**src/rtl/imem_pkg.sv**
```systemverilog
// Shared constants, requester identifiers and address checking for the instruction-ROM arbiter.
package imem_pkg;

  localparam int IMEM_XLEN  = 32;
  localparam int IMEM_DEPTH = 64;

  typedef enum logic {
    PORT_F = 1'b0,
    PORT_D = 1'b1
  } port_e;

  // A request errors when it is not word aligned or its word index lies beyond the ROM.
  function automatic logic addr_check(input logic [IMEM_XLEN-1:0] addr,
                                      input int unsigned           depth);
    logic [IMEM_XLEN-1:0] word_idx;
    word_idx = {2'b00, addr[IMEM_XLEN-1:2]};
    return (addr[1:0] != 2'b00) || (word_idx >= depth);
  endfunction

endpackage

```
**src/rtl/imem_resp_slot.sv**
```systemverilog
// Single registered response holder (EMPTY/FULL) with load, pop and flush controls.
module imem_resp_slot
  import imem_pkg::*;
#(
  parameter int XLEN = IMEM_XLEN
) (
  input  logic            clk,
  input  logic            rst_n,
  input  logic            load_i,
  input  logic            pop_i,
  input  logic            flush_i,
  input  logic [XLEN-1:0] data_i,
  input  logic            err_i,
  output logic            full_o,
  output logic [XLEN-1:0] data_o,
  output logic            err_o
);

  localparam logic [0:0] SLOT_EMPTY = 1'b0;
  localparam logic [0:0] SLOT_FULL  = 1'b1;

  logic [0:0]      state_q, state_d;
  logic [XLEN-1:0] data_q, data_d;
  logic            err_q, err_d;

  // Flush wins outright; a load in the same cycle as a pop keeps the slot FULL with new contents.
  always_comb begin
    state_d = state_q;
    data_d  = data_q;
    err_d   = err_q;
    if (flush_i) begin
      state_d = SLOT_EMPTY;
    end else if (load_i) begin
      state_d = SLOT_FULL;
      data_d  = err_i ? '0 : data_i;
      err_d   = err_i;
    end else if (pop_i) begin
      state_d = SLOT_EMPTY;
    end
  end

  always_ff @(posedge clk or negedge rst_n) begin
    if (!rst_n) begin
      state_q <= SLOT_EMPTY;
      data_q  <= '0;
      err_q   <= 1'b0;
    end else begin
      state_q <= state_d;
      data_q  <= data_d;
      err_q   <= err_d;
    end
  end

  assign full_o = (state_q == SLOT_FULL);
  assign data_o = data_q;
  assign err_o  = err_q;

endmodule

```
**src/rtl/imem_arbiter.sv**
```systemverilog
// Shares the combinational instruction-ROM read port between fetch (F) and debug (D) requesters.
// Defining IMEM_ARB_STATS_EN adds grant and error counters as extra outputs.
module imem_arbiter
  import imem_pkg::*;
#(
  parameter int XLEN         = IMEM_XLEN,
  parameter int DEPTH        = IMEM_DEPTH,
  parameter int STARVE_LIMIT = 4
) (
  input  logic            clk,
  input  logic            rst_n,
  input  logic            f_req_valid,
  output logic            f_req_ready,
  input  logic [XLEN-1:0] f_req_addr,
  output logic            f_resp_valid,
  input  logic            f_resp_ready,
  output logic [XLEN-1:0] f_resp_data,
  output logic            f_resp_err,
  input  logic            f_flush,
  input  logic            d_req_valid,
  output logic            d_req_ready,
  input  logic [XLEN-1:0] d_req_addr,
  output logic            d_resp_valid,
  input  logic            d_resp_ready,
  output logic [XLEN-1:0] d_resp_data,
  output logic            d_resp_err,
  output logic [XLEN-1:0] mem_a,
  input  logic [XLEN-1:0] mem_rd
`ifdef IMEM_ARB_STATS_EN
  ,
  output logic [31:0]     f_grant_cnt,
  output logic [31:0]     d_grant_cnt,
  output logic [31:0]     err_cnt
`endif
);

  localparam int SW = $clog2(STARVE_LIMIT + 1);
  localparam logic [SW-1:0] STARVE_MAX = SW'(STARVE_LIMIT);

  logic            f_full, d_full;
  logic            f_elig, d_elig;
  logic            grant_f, grant_d, grant_any;
  port_e           grant_port;
  logic [XLEN-1:0] grant_addr;
  logic            acc_err;
  logic [SW-1:0]   starve_q, starve_d;
  logic [XLEN-1:0] mem_a_q;

  // A full slot only frees up for a new request when its consumer pops it in the same cycle.
  assign f_elig = f_req_valid && (!f_full || f_resp_ready) && !f_flush;
  assign d_elig = d_req_valid && (!d_full || d_resp_ready);

  assign grant_d   = d_elig && (!f_elig || (starve_q == STARVE_MAX));
  assign grant_f   = f_elig && !grant_d;
  assign grant_any = grant_f || grant_d;

  assign grant_port = grant_d ? PORT_D : PORT_F;
  assign grant_addr = (grant_port == PORT_D) ? d_req_addr : f_req_addr;
  assign acc_err    = addr_check(grant_addr, unsigned'(DEPTH));

  assign f_req_ready = grant_f;
  assign d_req_ready = grant_d;

  // The ROM address stays parked on the last granted address while idle.
  assign mem_a = grant_any ? grant_addr : mem_a_q;

  always_comb begin
    starve_d = starve_q;
    if (grant_d) begin
      starve_d = '0;
    end else if (d_elig && (starve_q != STARVE_MAX)) begin
      starve_d = starve_q + SW'(1);
    end
  end

  always_ff @(posedge clk or negedge rst_n) begin
    if (!rst_n) begin
      starve_q <= '0;
      mem_a_q  <= '0;
    end else begin
      starve_q <= starve_d;
      mem_a_q  <= mem_a;
    end
  end

  imem_resp_slot #(.XLEN(XLEN)) u_f_slot (
    .clk     (clk),
    .rst_n   (rst_n),
    .load_i  (grant_f),
    .pop_i   (f_full && f_resp_ready),
    .flush_i (f_flush),
    .data_i  (mem_rd),
    .err_i   (acc_err),
    .full_o  (f_full),
    .data_o  (f_resp_data),
    .err_o   (f_resp_err)
  );

  imem_resp_slot #(.XLEN(XLEN)) u_d_slot (
    .clk     (clk),
    .rst_n   (rst_n),
    .load_i  (grant_d),
    .pop_i   (d_full && d_resp_ready),
    .flush_i (1'b0),
    .data_i  (mem_rd),
    .err_i   (acc_err),
    .full_o  (d_full),
    .data_o  (d_resp_data),
    .err_o   (d_resp_err)
  );

  assign f_resp_valid = f_full;
  assign d_resp_valid = d_full;

`ifdef IMEM_ARB_STATS_EN
  logic [31:0] f_grant_cnt_q, d_grant_cnt_q, err_cnt_q;

  // Free-running wrap-around counters of accepted requests and erroring responses.
  always_ff @(posedge clk or negedge rst_n) begin
    if (!rst_n) begin
      f_grant_cnt_q <= '0;
      d_grant_cnt_q <= '0;
      err_cnt_q     <= '0;
    end else begin
      if (grant_f)              f_grant_cnt_q <= f_grant_cnt_q + 32'd1;
      if (grant_d)              d_grant_cnt_q <= d_grant_cnt_q + 32'd1;
      if (grant_any && acc_err) err_cnt_q     <= err_cnt_q + 32'd1;
    end
  end

  assign f_grant_cnt = f_grant_cnt_q;
  assign d_grant_cnt = d_grant_cnt_q;
  assign err_cnt     = err_cnt_q;
`endif

endmodule

```
**config.mk**
```make
export PLATFORM = sky130hd
export DESIGN_NAME = imem_arbiter
export DESIGN_NICKNAME = d
export VERILOG_FILES = /design/src/rtl/imem_pkg.sv /design/src/rtl/imem_resp_slot.sv /design/src/rtl/imem_arbiter.sv
export SDC_FILE = /design/constraint.sdc
export NUM_CORES = 1
export LEC_CHECK = 0
export ABC_AREA = 1
export ABC_CLOCK_PERIOD_IN_PS = 2290
export CELL_PAD_IN_SITES_DETAIL_PLACEMENT = 1
export CELL_PAD_IN_SITES_GLOBAL_PLACEMENT = 1
export CORE_MARGIN = 3
export CORE_UTILIZATION = 30
export DETAILED_ROUTE_END_ITERATION = 8
export PLACE_DENSITY = 0.8
export SLEW_MARGIN = 30
export SYNTH_ARGS = -nofsm -noshare
export SYNTH_HDL_FRONTEND = slang
export SYNTH_HIERARCHICAL = 1
export SYNTH_SLANG_ARGS = --single-unit
export TNS_END_PERCENT = 20
```
**constraint.sdc**
```tcl
create_clock -name clk -period 2.29 [get_ports clk]
set_input_delay 0.3435 -clock clk [delete_from_list [all_inputs] [get_ports clk]]
set_output_delay 0.3435 -clock clk [all_outputs]
set_load 0.01 [all_outputs]
```
# Word level (Yosys, flattened, before mapping)

Cells that the tools add are included.

Register bits: 103
Output and inout bits: 102
Input port bits: 103
Logic and storage cells: 47

Equal/unequal tests: 2
Muxes and demuxes: 11
Order comparisons: 1
Bitwise gates (word level): 1
Add/subtract/negate cells: 1
Reductions and logical operators: 23

Operator list:

| kind                | number |
|---|---|
| $mux 32             | 3 |
| $ge 30x7->1 const B | 1 |
| $logic_and 1x1->1   | 8 |
| $mux 1              | 6 |
| $mux 3              | 2 |
| $reduce_bool 2->1   | 3 |
| $logic_not 1->1     | 5 |
| $logic_or 1x1->1    | 5 |
| $add 3x1->3 const B | 1 |
| $eq 3x3->1 const B  | 1 |
| $ne 3x3->1 const B  | 1 |
| $reduce_bool 3->1   | 1 |
| $reduce_and 2->1    | 1 |
| $not 1->1           | 1 |

# Logic depth before layout (Yosys ltp)

Gate-level depths: netlist of the first run.

Word-level depth: 12
Depth in mapped cells: 18
Gate-level depth less buffers: 15

# By module

The synthesis of the first run kept the hierarchy.

By module, submodules not included:

| module         | seq. area each (um^2) | area each (um^2) | instances | cells an instance |
|---|---|---|---|---|
| imem_resp_slot | 850.8                 | 1,575.3          | 2         | 214 |
| imem_arbiter   | 875.8                 | 2,000.7          | 1         | 274 |

# Least setup slack after synthesis of the first run

No wires, ideal clock.

Kind: reg2reg
From: reg starve_q[0]
To: reg u_f_slot.data_q[29], in the netlist u_f_slot/data_o[29]
Buffers on the path: 3
Path slack: 297 ps
Required time: 2,225 ps
Library setup time: 65 ps
Period minus slack after synthesis: 1,993 ps
Arrival time: 1,928 ps
Cell stages (with the launch flop): 16
Path through: dfrtp_1 inv_1 ha_1 nand2_1 nand3_2 nand2_4 buf_2 o21ai_0 nand3_1 nor2_1 nand2_1 buf_2 buf_2 nor2_1 nand2_1 nand2_1

Word-level cells in the longest chain between the ends: 8
Elaborated cells between the ends (all ways): 12
Those cells by class: order compare: 1; eq/ne: 1; mux: 3; reduce/logical: 7

Ends and longest elaborated chain:

| item                                                    | RTL line             | RTL |
|---|---|---|
| start, declared                                         | imem_arbiter.sv:46   | `logic [SW-1:0] starve_q, starve_d;` |
| start signal, assigned                                  | imem_arbiter.sv:81   | `starve_q <= starve_d;` |
| $eq 3x3->1 *                                            | imem_arbiter.sv:53   | `assign grant_d = d_elig && (!f_elig \|\| (starve_q == STARVE_MAX));` |
| $logic_or 1x1->1 *                                      | imem_arbiter.sv:53   |  |
| $logic_and 1x1->1 *                                     | imem_arbiter.sv:53   |  |
| $mux 1 *                                                | imem_arbiter.sv:57   | `assign grant_port = grant_d ? PORT_D : PORT_F;` |
| $mux 32 *                                               | imem_arbiter.sv:58   | `assign grant_addr = (grant_port == PORT_D) ? d_req_addr : f_req_addr;` |
| $ge 30x7->1 / $reduce_bool 2->1 (equally long branches) | imem_pkg.sv:17       | `return (addr[1:0] != 2'b00) \|\| (word_idx >= depth);` |
| $logic_or 1x1->1 *                                      | imem_pkg.sv:17       |  |
| net acc_err                                             | imem_arbiter.sv:45   | `logic acc_err;` |
| $mux 32 *                                               | imem_resp_slot.sv:35 | `data_d = err_i ? '0 : data_i;` |
| end signal, assigned                                    | imem_resp_slot.sv:49 | `data_q <= data_d;` |
| end, declared                                           | imem_resp_slot.sv:23 | `logic [XLEN-1:0] data_q, data_d;` |

Mark *: on every way through the listed nets, which the timed path passes. The rest lies on a longest branch.
A chain may end at the register's enable or synchronous reset.

# Worst setup path in the final report of the first run

From: reg starve_q[0]
To: reg u_f_slot.data_q[27], in the netlist u_f_slot/data_o[27]

Word-level cells in the longest chain between the ends: 8
Elaborated cells between the ends (all ways): 12
Those cells by class: order compare: 1; eq/ne: 1; mux: 3; reduce/logical: 7

Ends and longest elaborated chain:

| item                                                    | RTL line |
|---|---|
| $eq 3x3->1 *                                            | imem_arbiter.sv:53 |
| $logic_or 1x1->1 *                                      | imem_arbiter.sv:53 |
| $logic_and 1x1->1 *                                     | imem_arbiter.sv:53 |
| $mux 1                                                  | imem_arbiter.sv:57 |
| $mux 32                                                 | imem_arbiter.sv:58 |
| $ge 30x7->1 / $reduce_bool 2->1 (equally long branches) | imem_pkg.sv:17 |
| $logic_or 1x1->1                                        | imem_pkg.sv:17 |
| $mux 32                                                 | imem_resp_slot.sv:35 |

Every way passes the cells marked *; elsewhere a longest branch is shown, timed or not.

==> results.json, run 1 <==
{
  "clock_sinks": 103,
  "dr_total_vias": 5411,
  "start_util": 0.308,
  "overflow": 0,
  "crit_path_start_kind": "register",
  "grt_use_total": 0.199,
  "placedCellCount": 1138,
  "intPower_mw": 3.43,
  "maxClockFrequency_mhz": 417,
  "synth_area_leaders": "dfrtp_1 (50%), nand2_1 (22%), nor2_1 (7.0%), inv_1 (6.7%), a31oi_1 (2.1%)",
  "hpwl_um": 12900,
  "drc": 0,
  "utilization": 0.532,
  "antennaDiodeCount": 0,
  "viasPerCell": 4.59,
  "grt_pass1_vias": 5411,
  "finalWorstSetupSlack_ns": -0.110,
  "layout_min_cycle_time_ns": 2.40,
  "ys_ff_latch": 103,
  "yosys.area.top_type": "dfrtp_1",
  "fillers": 2017,
  "status": "complete, but fails checks",
  "hold_class": "input pin to register",
  "io_buffers": 204,
  "slew_viol_final": 0,
  "power.static_leakage_nw": 4.46,
  "grt_pass1_wl_um": 29100,
  "avgSynthCellArea_um2": 7.34,
  "use_met3": 0.0338,
  "die_area_um2": 18800,
  "rsz0062_at_grt": "true",
  "pwr-share-clk": 0.330,
  "antenna_found_initial": 0,
  "crit_fanout": 8,
  "row_count": 47,
  "cts_max_path_buffers": 2,
  "wirelength_um": 20200,
  "power_mw": 4.80,
  "combinationalPowerShare": 0.256,
  "synth_cell_type_count": 23,
  "use_met1": 0.255,
  "finalSetupViolations": 68,
  "sequentialPowerShare": 0.413,
  "netlist_area_um2": 5150,
  "slew_headroom": 0.640,
  "grt_use_met2": 0.335,
  "area_delta_synth_final_pct": 72.4,
  "wl_per_cell_um": 17.2,
  "finalHoldViolCount": 0,
  "power.net_switching_mw": 1.38,
  "sw_frac_of_total": 0.287,
  "fin_crit_sh": 1.05,
  "worst-slew-pin-transition_ns": 0.540,
  "nNetsFinal": 1060,
  "die_height_um": 137,
  "cp-end-kind": "register",
  "maxCapViolCount": 0,
  "synth_top_area_frac": 0.500,
  "clkLatencyLatePin_ns": 0.35,
  "cts_tree": "done",
  "ys_warn_count": 6,
  "final_cell_mix": "nand2_1 (268), clkdlybuf4s50_1 (164), dfrtp_1 (103), inv_1 (89), buf_4 (43)",
  "gp_congestion": 0.811,
  "ctsRootBufferMaster": "clkbuf_16",
  "io_pins": 205,
  "peakVddDrop_mv": 0.343,
  "worstSetupPathType": "register to register",
  "worst_clock_skew_ns": 0.00847,
  "top_usage_layer": "met2",
  "htree_levels": 3,
  "final_common_cell": "nand2_1",
  "clk_pin_slew_ns": 0.07,
  "coreArea_um2": 16700,
  "seq_area_frac_synth": 0.500,
  "numCtsBuffers": 9,
  "grt_max_degree": 39,
  "violations": "setup timing",
  "first_pass_iters": 4,
  "instances_no_fill": 1179,
  "critPathArrivalTime_ns": 2.69,
  "drive_above_1_share": 0.266,
  "dieWidth_um": 137,
  "antenna_left": 0,
  "syn_inst": 702,
  "required_ns": 2.58,
  "powerDensity_nw_per_um2": 541,
  "dr.first_iter.drc_count": 209
}
critical path, stage by stage (launching register included):
cell	delay (ns)
dfrtp_1	0.38
inv_2	0.08
ha_4	0.14
nand2_4	0.05
nand3_4	0.12
nand2_8	0.07
buf_8	0.14
buf_8	0.14
nand2_4	0.07
nand2_4	0.05
nor2_4	0.13
nand3_4	0.11
nor2_4	0.24
nand2_4	0.17
buf_16	0.19
nor2_4	0.11
nand2_2	0.06
nand2_1	0.08
final timing paths:
kind	startpoint	endpoint	slack [ns]	cells after the start
worst max-delay path	starve_q[0]$_DFFE_PN0P_	u_f_slot/data_o[27]$_DFFE_PN0P_	-0.11	17
worst min-delay path	f_resp_ready	u_f_slot/full_o$_DFFE_PN0P_	0.43	6
worst max register to register	starve_q[0]$_DFFE_PN0P_	u_f_slot/data_o[27]$_DFFE_PN0P_	-0.11	17
worst min register to register	mem_a_q[11]$_DFF_PN0_	mem_a_q[11]$_DFF_PN0_	0.47	2
max in group asynchronous	rst_n	mem_a_q[16]$_DFF_PN0_	0.98	3
min in group asynchronous	rst_n	u_d_slot/data_o[14]$_DFFE_PN0P_	0.52	2
through the flow:
stage | TNS [ns] | worst slack [ns] | hold slack (ns) | area [um^2]
after floorplan | 0 | 0.297 | 0.0479 | 5160
after global placement | -33.59 | -0.423 | 0.360 | 7670
after detailed placement | -41.29 | -0.531 | 0.360 | 7670
after CTS | -4.36 | -0.0773 | 0.477 | 8280
after global routing | -14.78 | -0.244 | 0.477 | 8880
final | -5.15 | -0.110 | 0.433 | 8880
registers in the layout, indices dropped and copies added, names as in the netlist:
signal,count
mem_a_q,32
u_d_slot/data_o,32
u_f_slot/data_o,32
starve_q,3
u_d_slot/err_o,1
u_d_slot/full_o,1
u_f_slot/err_o,1
u_f_slot/full_o,1
cell usage after synthesis (all sizes together):
| cell type | number |
|---|---|
| nand2 | 300 |
| dfrtp | 103 |
| nor2 | 99 |
| inv | 96 |
| buf | 31 |
| o21ai | 19 |
| a31oi | 17 |
| nand3 | 17 |
| nand3b | 12 |
| clkbuf | 3 |
| ha | 2 |
| a21boi | 1 |
| a21oi | 1 |
| conb | 1 |
cell families (layout without fill, tap and decap cells):
| group | Yosys count | count (layout) | synth area share |
|---|---|---|---|
| DFF | 103 | 103 | 0.500 |
| other | 1 | 3 | 0.000728 |
| AOI/OAI and AO/OA | 38 | 38 | 0.0437 |
| buffers and inverters | 130 | 383 | 0.118 |
| adders and majority gates | 2 | 2 | 0.00486 |
| and+or+nand+nor | 428 | 430 | 0.332 |
metal layers:
metal / part of all wire / up-vias
met5: 0 / -
met4: 0.029 / 0
met3: 0.039 / 38
met2: 0.50 / 122
met1: 0.43 / 2655
li1: - / 2596
cell type report:
class	count	area, um^2	area share
clock inverters	3	42.5	0.00479
inverters	96	363	0.0409
clock buffers	12	256	0.0289
multi-input cells	473	2600	0.293
repair buffers	272	2760	0.311
well taps	220	275	0.0310
flip-flops and latches	103	2580	0.290
power by group through the flow:
stage / Sequential [mW] / Clock [mW] / Combinational, mW
4_1_cts: 1.98 / 1.63 / 1.13
5_1_grt: 2.00 / 1.71 / 1.34
6_report: 1.99 / 1.59 / 1.23
3_5_place_dp: 2.02 / 0 / 1.09
3_3_place_gp: 2.01 / 0 / 1.08
2_1_floorplan: 2.01 / 0 / 0.433
timing repair:
action / 4_1_cts / 5_1_grt
gates cloned: 5 / 6
hold endpoints to repair: 30 / 0
setup buffers: 11 / 4
pin swaps: 13 / 30
hold buffers: 1 / 0
setup endpoints to repair: 100 / 99
resized for setup: 212 / 136
(Power assumes the default switching activity.)
==> run 2, diff against run 1 <==
--- a/config.mk
+++ b/config.mk
@@ -9,10 +9,11 @@
 export ABC_CLOCK_PERIOD_IN_PS = 2290
 export CELL_PAD_IN_SITES_DETAIL_PLACEMENT = 1
 export CELL_PAD_IN_SITES_GLOBAL_PLACEMENT = 1
-export CORE_MARGIN = 3
-export CORE_UTILIZATION = 30
+export CORE_MARGIN = 4
+export CORE_UTILIZATION = 31
+export CTS_BUF_LIST = sky130_fd_sc_hd__clkbuf_4 sky130_fd_sc_hd__clkbuf_8
 export DETAILED_ROUTE_END_ITERATION = 8
-export PLACE_DENSITY = 0.8
+export PLACE_DENSITY = 0.82
 export SLEW_MARGIN = 30
 export SYNTH_ARGS = -nofsm -noshare
 export SYNTH_HDL_FRONTEND = slang
==> results.json, run 2 (synthesis results as in run 1) <==
{
  "ctsRootBufferMaster": "clkbuf_8",
  "io_pins": 205,
  "die_area_um2": 18700,
  "power.static_leakage_nw": 4.58,
  "grt_use_met2": 0.400,
  "clk_pin_slew_ns": 0.10,
  "critPathArrivalTime_ns": 2.84,
  "crit_path_start_kind": "input pin",
  "finalHoldViolCount": 0,
  "io_buffers": 204,
  "slew_headroom": 0.657,
  "coreArea_um2": 16100,
  "fillers": 1855,
  "row_count": 46,
  "cp-end-kind": "register",
  "hold_class": "input pin to asynchronous set/reset pin",
  "regArea_um2": 2580,
  "clock_sinks": 103,
  "antenna_left": 0,
  "use_met3": 0.0526,
  "powerDensity_nw_per_um2": 512,
  "crit_buf_inv": 4,
  "wl_per_cell_um": 19.5,
  "cts_tree": "done",
  "drive_above_1_share": 0.299,
  "use_met1": 0.260,
  "antenna_found_initial": 1,
  "rr_worst_depth": 17,
  "dr.first_iter.drc_count": 230,
  "top_usage_layer": "met2",
  "drc": 0,
  "final_cell_mix": "nand2_1 (256), clkdlybuf4s50_1 (167), dfrtp_1 (103), inv_1 (88), buf_4 (56)",
  "worst_clock_skew_ns": 0.0155,
  "cp_slowest_cell": "clkdlybuf4s50_1",
  "crit_family": "simple AND/OR/NAND/NOR gates",
  "cts_max_path_buffers": 2,
  "fin_crit_sh": 1.10,
  "grt_pass1_wl_um": 31900,
  "pre_cts_slack_ns": -0.671,
  "finalSetupViolations": 89,
  "worstPathCellList": "clkdlybuf4s50_1 -> a21boi_4 -> buf_12 -> buf_12 -> nand3b_1 -> nand2_1 -> nand2_1 -> nor2_2 -> nand2_1 -> nor2_4 -> nand2_8 -> clkbuf_16 -> nor2_1 -> nand2_1 -> nand2_1",
  "hpwl_um": 13200,
  "peakVddDrop_mv": 0.370,
  "slew_viol_final": 0,
  "crit_fanout": 24,
  "maxCapViolCount": 0,
  "dieWidth_um": 137,
  "violations": "setup timing",
  "area_delta_synth_final_pct": 79.8,
  "viasPerCell": 4.72,
  "layout_min_cycle_time_ns": 2.52,
  "multiInputGateArea_um2": 2900,
  "required_ns": 2.61,
  "gp_congestion": 0.770,
  "cpPeakStageDelay_ns": 0.47,
  "start_util": 0.321,
  "finalWorstSetupSlack_ns": -0.227,
  "cpMostUsedCell": "nand2_1",
  "rsz0062_at_grt": "true",
  "nNetsFinal": 1079,
  "dr_total_vias": 5637,
  "maxClockFrequency_mhz": 397,
  "grt_max_degree": 52,
  "final_common_cell": "nand2_1",
  "grt_use_total": 0.221,
  "clkLatencyLatePin_ns": 0.38,
  "setup_tns_ns": -12.33,
  "status": "complete, but fails checks",
  "numCtsBuffers": 9,
  "first_pass_iters": 5,
  "worst-slew-pin-transition_ns": 0.513,
  "htree_levels": 3,
  "die_height_um": 137,
  "overflow": 0,
  "worst-path-stages": 15,
  "wirelength_um": 23300,
  "worstSetupPathType": "input pin to register",
  "grt_pass1_vias": 5855
}
## run 2: changes by cell type in the layout (fill, tap and decap cells not counted), sizes merged
cell | before | now
diode | 0 | 1
dlymetal6s2s | 3 | 1
clkdlybuf4s50 | 164 | 167
clkbuf | 19 | 17
buf | 89 | 114
clkdlybuf4s15 | 6 | 1
dlygate4sd2 | 2 | 1
clkinv | 1 | 2
nor2 | 99 | 100
bufinv | 1 | 0
## run 2: power by group
part           leakage (nW)  internal, mW  switching, mW
Sequential             1.36          1.94         0.0556
Clock                0.0943         0.477          0.653
Combinational          3.13         0.790          0.832
Total                  4.58          3.20           1.54
## run 2: layout make-up
cell class / count / share of cell area
diodes: 1 / 0.000270
clock buffers: 12 / 0.0178
clock inverters: 3 / 0.00189
inverters: 96 / 0.0394
multi-input cells: 474 / 0.313
flip-flops and latches: 103 / 0.278
well taps: 216 / 0.0292
repair buffers: 290 / 0.320
## run 2: metrics by stage
stage	power [mW]	util	instance area (um^2)	cells	hold WS, ns
floorplan	2.44	-	5160	704	0.0479
CTS	4.54	0.533	8570	1185	0.414
finish	4.75	0.577	9260	1195	0.421
global placement	3.11	0.478	7680	1139	0.298
global route	4.98	0.577	9260	1195	0.431
detailed placement	3.14	0.478	7680	1139	0.295
## run 2: worst paths after layout
path / start / endpoint / slack (ns)
worst max-delay path: d_req_valid / u_d_slot/data_o[30]$_DFFE_PN0P_ / -0.23
worst min-delay path: rst_n / u_d_slot/data_o[12]$_DFFE_PN0P_ / 0.42
worst max register to register: starve_q[0]$_DFFE_PN0P_ / u_d_slot/data_o[30]$_DFFE_PN0P_ / -0.21
worst min register to register: mem_a_q[12]$_DFF_PN0_ / mem_a_q[12]$_DFF_PN0_ / 0.48
max in group asynchronous: rst_n / mem_a_q[24]$_DFF_PN0_ / 1.14
min in group clk: mem_a_q[12]$_DFF_PN0_ / mem_a_q[12]$_DFF_PN0_ / 0.48
## run 2: per-layer routing
layer | part of all wire | vias to the layer above
li1 | - | 2633
met1 | 0.38 | 2761
met4 | 0.043 | 0
met3 | 0.056 | 66
met5 | 0 | -
met2 | 0.52 | 177
## run 2: worst reg2reg max path: stages (launching register included)
cell	delay (ns)
dfrtp_1	0.42
inv_2	0.10
ha_4	0.16
nand2_4	0.06
nand3_4	0.12
buf_12	0.13
nand2_8	0.08
buf_12	0.17
nand2_2	0.08
nand2_2	0.06
nor2_4	0.15
nand3_4	0.12
nor2_4	0.18
nand2_8	0.14
clkbuf_16	0.21
nor2_1	0.13
nand2_1	0.08
nand2_1	0.06
## run 2: repair_timing
action	CTS	global route
hold buffers	1	0
gates cloned	6	6
endpoints found under the setup margin	100	100
pin swaps	25	52
hold endpoints to repair	27	0
gates resized for setup	264	157
setup buffers	24	6
==> run 3, diff against run 2 <==
--- a/config.mk
+++ b/config.mk
@@ -13,7 +13,7 @@
 export CORE_UTILIZATION = 31
 export CTS_BUF_LIST = sky130_fd_sc_hd__clkbuf_4 sky130_fd_sc_hd__clkbuf_8
 export DETAILED_ROUTE_END_ITERATION = 8
-export PLACE_DENSITY = 0.82
+export PLACE_DENSITY = 0.84
 export SLEW_MARGIN = 30
 export SYNTH_ARGS = -nofsm -noshare
 export SYNTH_HDL_FRONTEND = slang
==> results.json, run 3 (synthesis results as in run 1) <==
{
  "io_buffers": 204,
  "finalSetupViolations": 94,
  "utilization": 0.561,
  "finalHoldViolCount": 0,
  "powerDensity_nw_per_um2": 522,
  "placedCellCount": 1133,
  "worstSetupPathType": "input pin to register",
  "dr.first_iter.drc_count": 157,
  "maxCapViolCount": 0,
  "gp_congestion": 0.800,
  "cts_max_path_buffers": 2,
  "drc": 0,
  "grt_pass1_vias": 5759,
  "peakVddDrop_mv": 0.250,
  "io_pins": 205,
  "first_pass_iters": 4,
  "combinationalPowerShare": 0.315,
  "cpMostUsedCell": "nand2_1",
  "postLayoutCellArea_um2": 9010,
  "worstPathCellList": "clkdlybuf4s50_1 -> a21boi_4 -> buf_6 -> nand2_8 -> buf_8 -> nand2_2 -> buf_4 -> nand2_1 -> nor2_1 -> nand2_1 -> nor2_4 -> nand2_8 -> clkbuf_16 -> nor2_1 -> nand2_1 -> nand2_1",
  "rsz0062_at_grt": "true",
  "row_count": 46,
  "wirelength_um": 22000,
  "htree_levels": 3,
  "worst_clock_skew_ns": 0.0178,
  "sequentialPowerShare": 0.423,
  "die_height_um": 137,
  "fin_crit_sh": 1.15,
  "nNetsFinal": 1081,
  "numCtsBuffers": 9,
  "pwr-share-clk": 0.262,
  "grt_pass1_wl_um": 31100,
  "grt_max_degree": 50,
  "power.net_switching_mw": 1.48,
  "multiInputGateArea_um2": 2580,
  "final_cell_mix": "nand2_1 (268), clkdlybuf4s50_1 (168), dfrtp_1 (103), inv_1 (89), buf_4 (58)",
  "antenna_left": 0,
  "crit_fanout": 23,
  "cts_tree": "done",
  "worst-slew-pin-transition_ns": 0.509,
  "required_ns": 2.62,
  "status": "complete, but fails checks",
  "area_delta_synth_final_pct": 75.0,
  "crit_path_start_kind": "input pin",
  "power.static_leakage_nw": 4.55,
  "final_common_cell": "nand2_1",
  "dr_total_vias": 5633,
  "clk_pin_slew_ns": 0.11,
  "hold_class": "input pin to asynchronous set/reset pin",
  "crit_buf_inv": 5,
  "grt_use_total": 0.215,
  "dieWidth_um": 137,
  "cp-end-kind": "register",
  "overflow": 0,
  "clkLatencyLatePin_ns": 0.39,
  "cp_slowest_cell": "clkdlybuf4s50_1",
  "slew_viol_final": 0,
  "power_mw": 4.71,
  "ctsRootBufferMaster": "clkbuf_8",
  "placed_area_um2": 7680,
  "sw_frac_of_total": 0.315,
  "maxClockFrequency_mhz": 381,
  "violations": "setup timing",
  "drive_above_1_share": 0.270,
  "timing.hold.ws_ns": 0.457,
  "clock_sinks": 103,
  "layout_min_cycle_time_ns": 2.62,
  "instances_no_fill": 1200,
  "fillers": 1923,
  "cpPeakStageDelay_ns": 0.50,
  "wl_per_cell_um": 18.3,
  "slew_headroom": 0.661,
  "hpwl_um": 13500,
  "start_util": 0.321,
  "finalWorstSetupSlack_ns": -0.332,
  "coreArea_um2": 16100,
  "regArea_um2": 2580,
  "crit_family": "buffers and inverters",
  "intPower_mw": 3.23,
  "viasPerCell": 4.69,
  "die_area_um2": 18700,
  "critPathArrivalTime_ns": 2.95,
  "antenna_found_initial": 2
}
## run 3: cell count changes in the layout (fill, tap and decap cells not counted), moves of 4 or more
| cell | before | now |
|---|---|---|
| nor2_4 | 25 | 21 |
| nor2_2 | 35 | 23 |
| nor2_1 | 40 | 55 |
| a31oi_4 | 12 | 6 |
| a31oi_2 | 4 | 10 |
| nand3_4 | 9 | 1 |
| nand3_2 | 2 | 8 |
| nand2_1 | 256 | 268 |
| nand2_4 | 20 | 5 |
| nand2_2 | 21 | 26 |
| buf_2 | 17 | 21 |
| buf_6 | 22 | 17 |
## run 3: power groups by stage
stage | clock, mW | sequential [mW] | combinational [mW]
floorplan | 0 | 2.01 | 0.433
global placement | 0 | 2.01 | 1.09
detailed placement | 0 | 2.02 | 1.12
CTS | 1.26 | 1.99 | 1.33
global route | 1.35 | 2.00 | 1.59
finish | 1.23 | 1.99 | 1.49
## run 3: final timing paths
check,startpoint,to,slack (ns),depth (start not counted)
max,d_req_valid,u_f_slot/data_o[8]$_DFFE_PN0P_,-0.33,16
min,rst_n,u_d_slot/data_o[12]$_DFFE_PN0P_,0.46,2
max reg2reg,starve_q[0]$_DFFE_PN0P_,u_f_slot/data_o[8]$_DFFE_PN0P_,-0.32,18
min reg2reg,mem_a_q[9]$_DFF_PN0_,mem_a_q[9]$_DFF_PN0_,0.49,2
max in group asynchronous,rst_n,u_f_slot/data_o[19]$_DFFE_PN0P_,1.12,3
min in group clk,mem_a_q[9]$_DFF_PN0_,mem_a_q[9]$_DFF_PN0_,0.49,2
## run 3: layout make-up
class	instances	area share
sequential	103	0.286
inverter	96	0.0405
clock buffer	10	0.0153
antenna	3	0.000833
timing repair buffer	293	0.334
clock inverter	6	0.00736
multi-input combinational	473	0.286
tap	216	0.0300
## run 3: what timing repair did
item,4_1_cts,5_1_grt
endpoints found under the setup margin,100,99
cloned,5,6
endpoints found under the hold margin,33,0
gates resized for setup,201,142
buffers inserted,28,8
pin swaps,21,38
hold buffers,1,0
## run 3: metrics by stage
| stage | setup WS (ns) | setup TNS, ns |
|---|---|---|
| 6_report | -0.332 | -19.80 |
| 5_1_grt | -0.443 | -30.66 |
| 4_1_cts | -0.184 | -7.68 |
| 3_5_place_dp | -0.570 | -47.72 |
| 3_3_place_gp | -0.478 | -38.63 |
| 2_1_floorplan | 0.297 | 0 |
## run 3: worst reg2reg max path, stage by stage (launching register included)
cell	delay [ns]
dfrtp_1	0.41
inv_2	0.09
ha_4	0.14
nand2_4	0.05
nand3_4	0.12
buf_6	0.13
nand2_8	0.08
buf_8	0.15
nand2_2	0.08
buf_4	0.10
nand2_1	0.08
nor2_1	0.17
nand2_1	0.15
nor2_4	0.19
nand2_8	0.13
clkbuf_16	0.22
nor2_1	0.12
nand2_1	0.07
nand2_1	0.08
## run 3: layer usage
| metal | global-route usage | vias up | part of all wire | routed length (um) |
|---|---|---|---|---|
| li1 | - | 2644 | - | - |
| met1 | 0.262 | 2771 | 0.40 | 8730 |
| met2 | 0.367 | 167 | 0.52 | 11300 |
| met3 | 0.0460 | 51 | 0.050 | 1110 |
| met4 | 0.0926 | 0 | 0.036 | 796 |
| met5 | 0 | - | 0 | 0 |
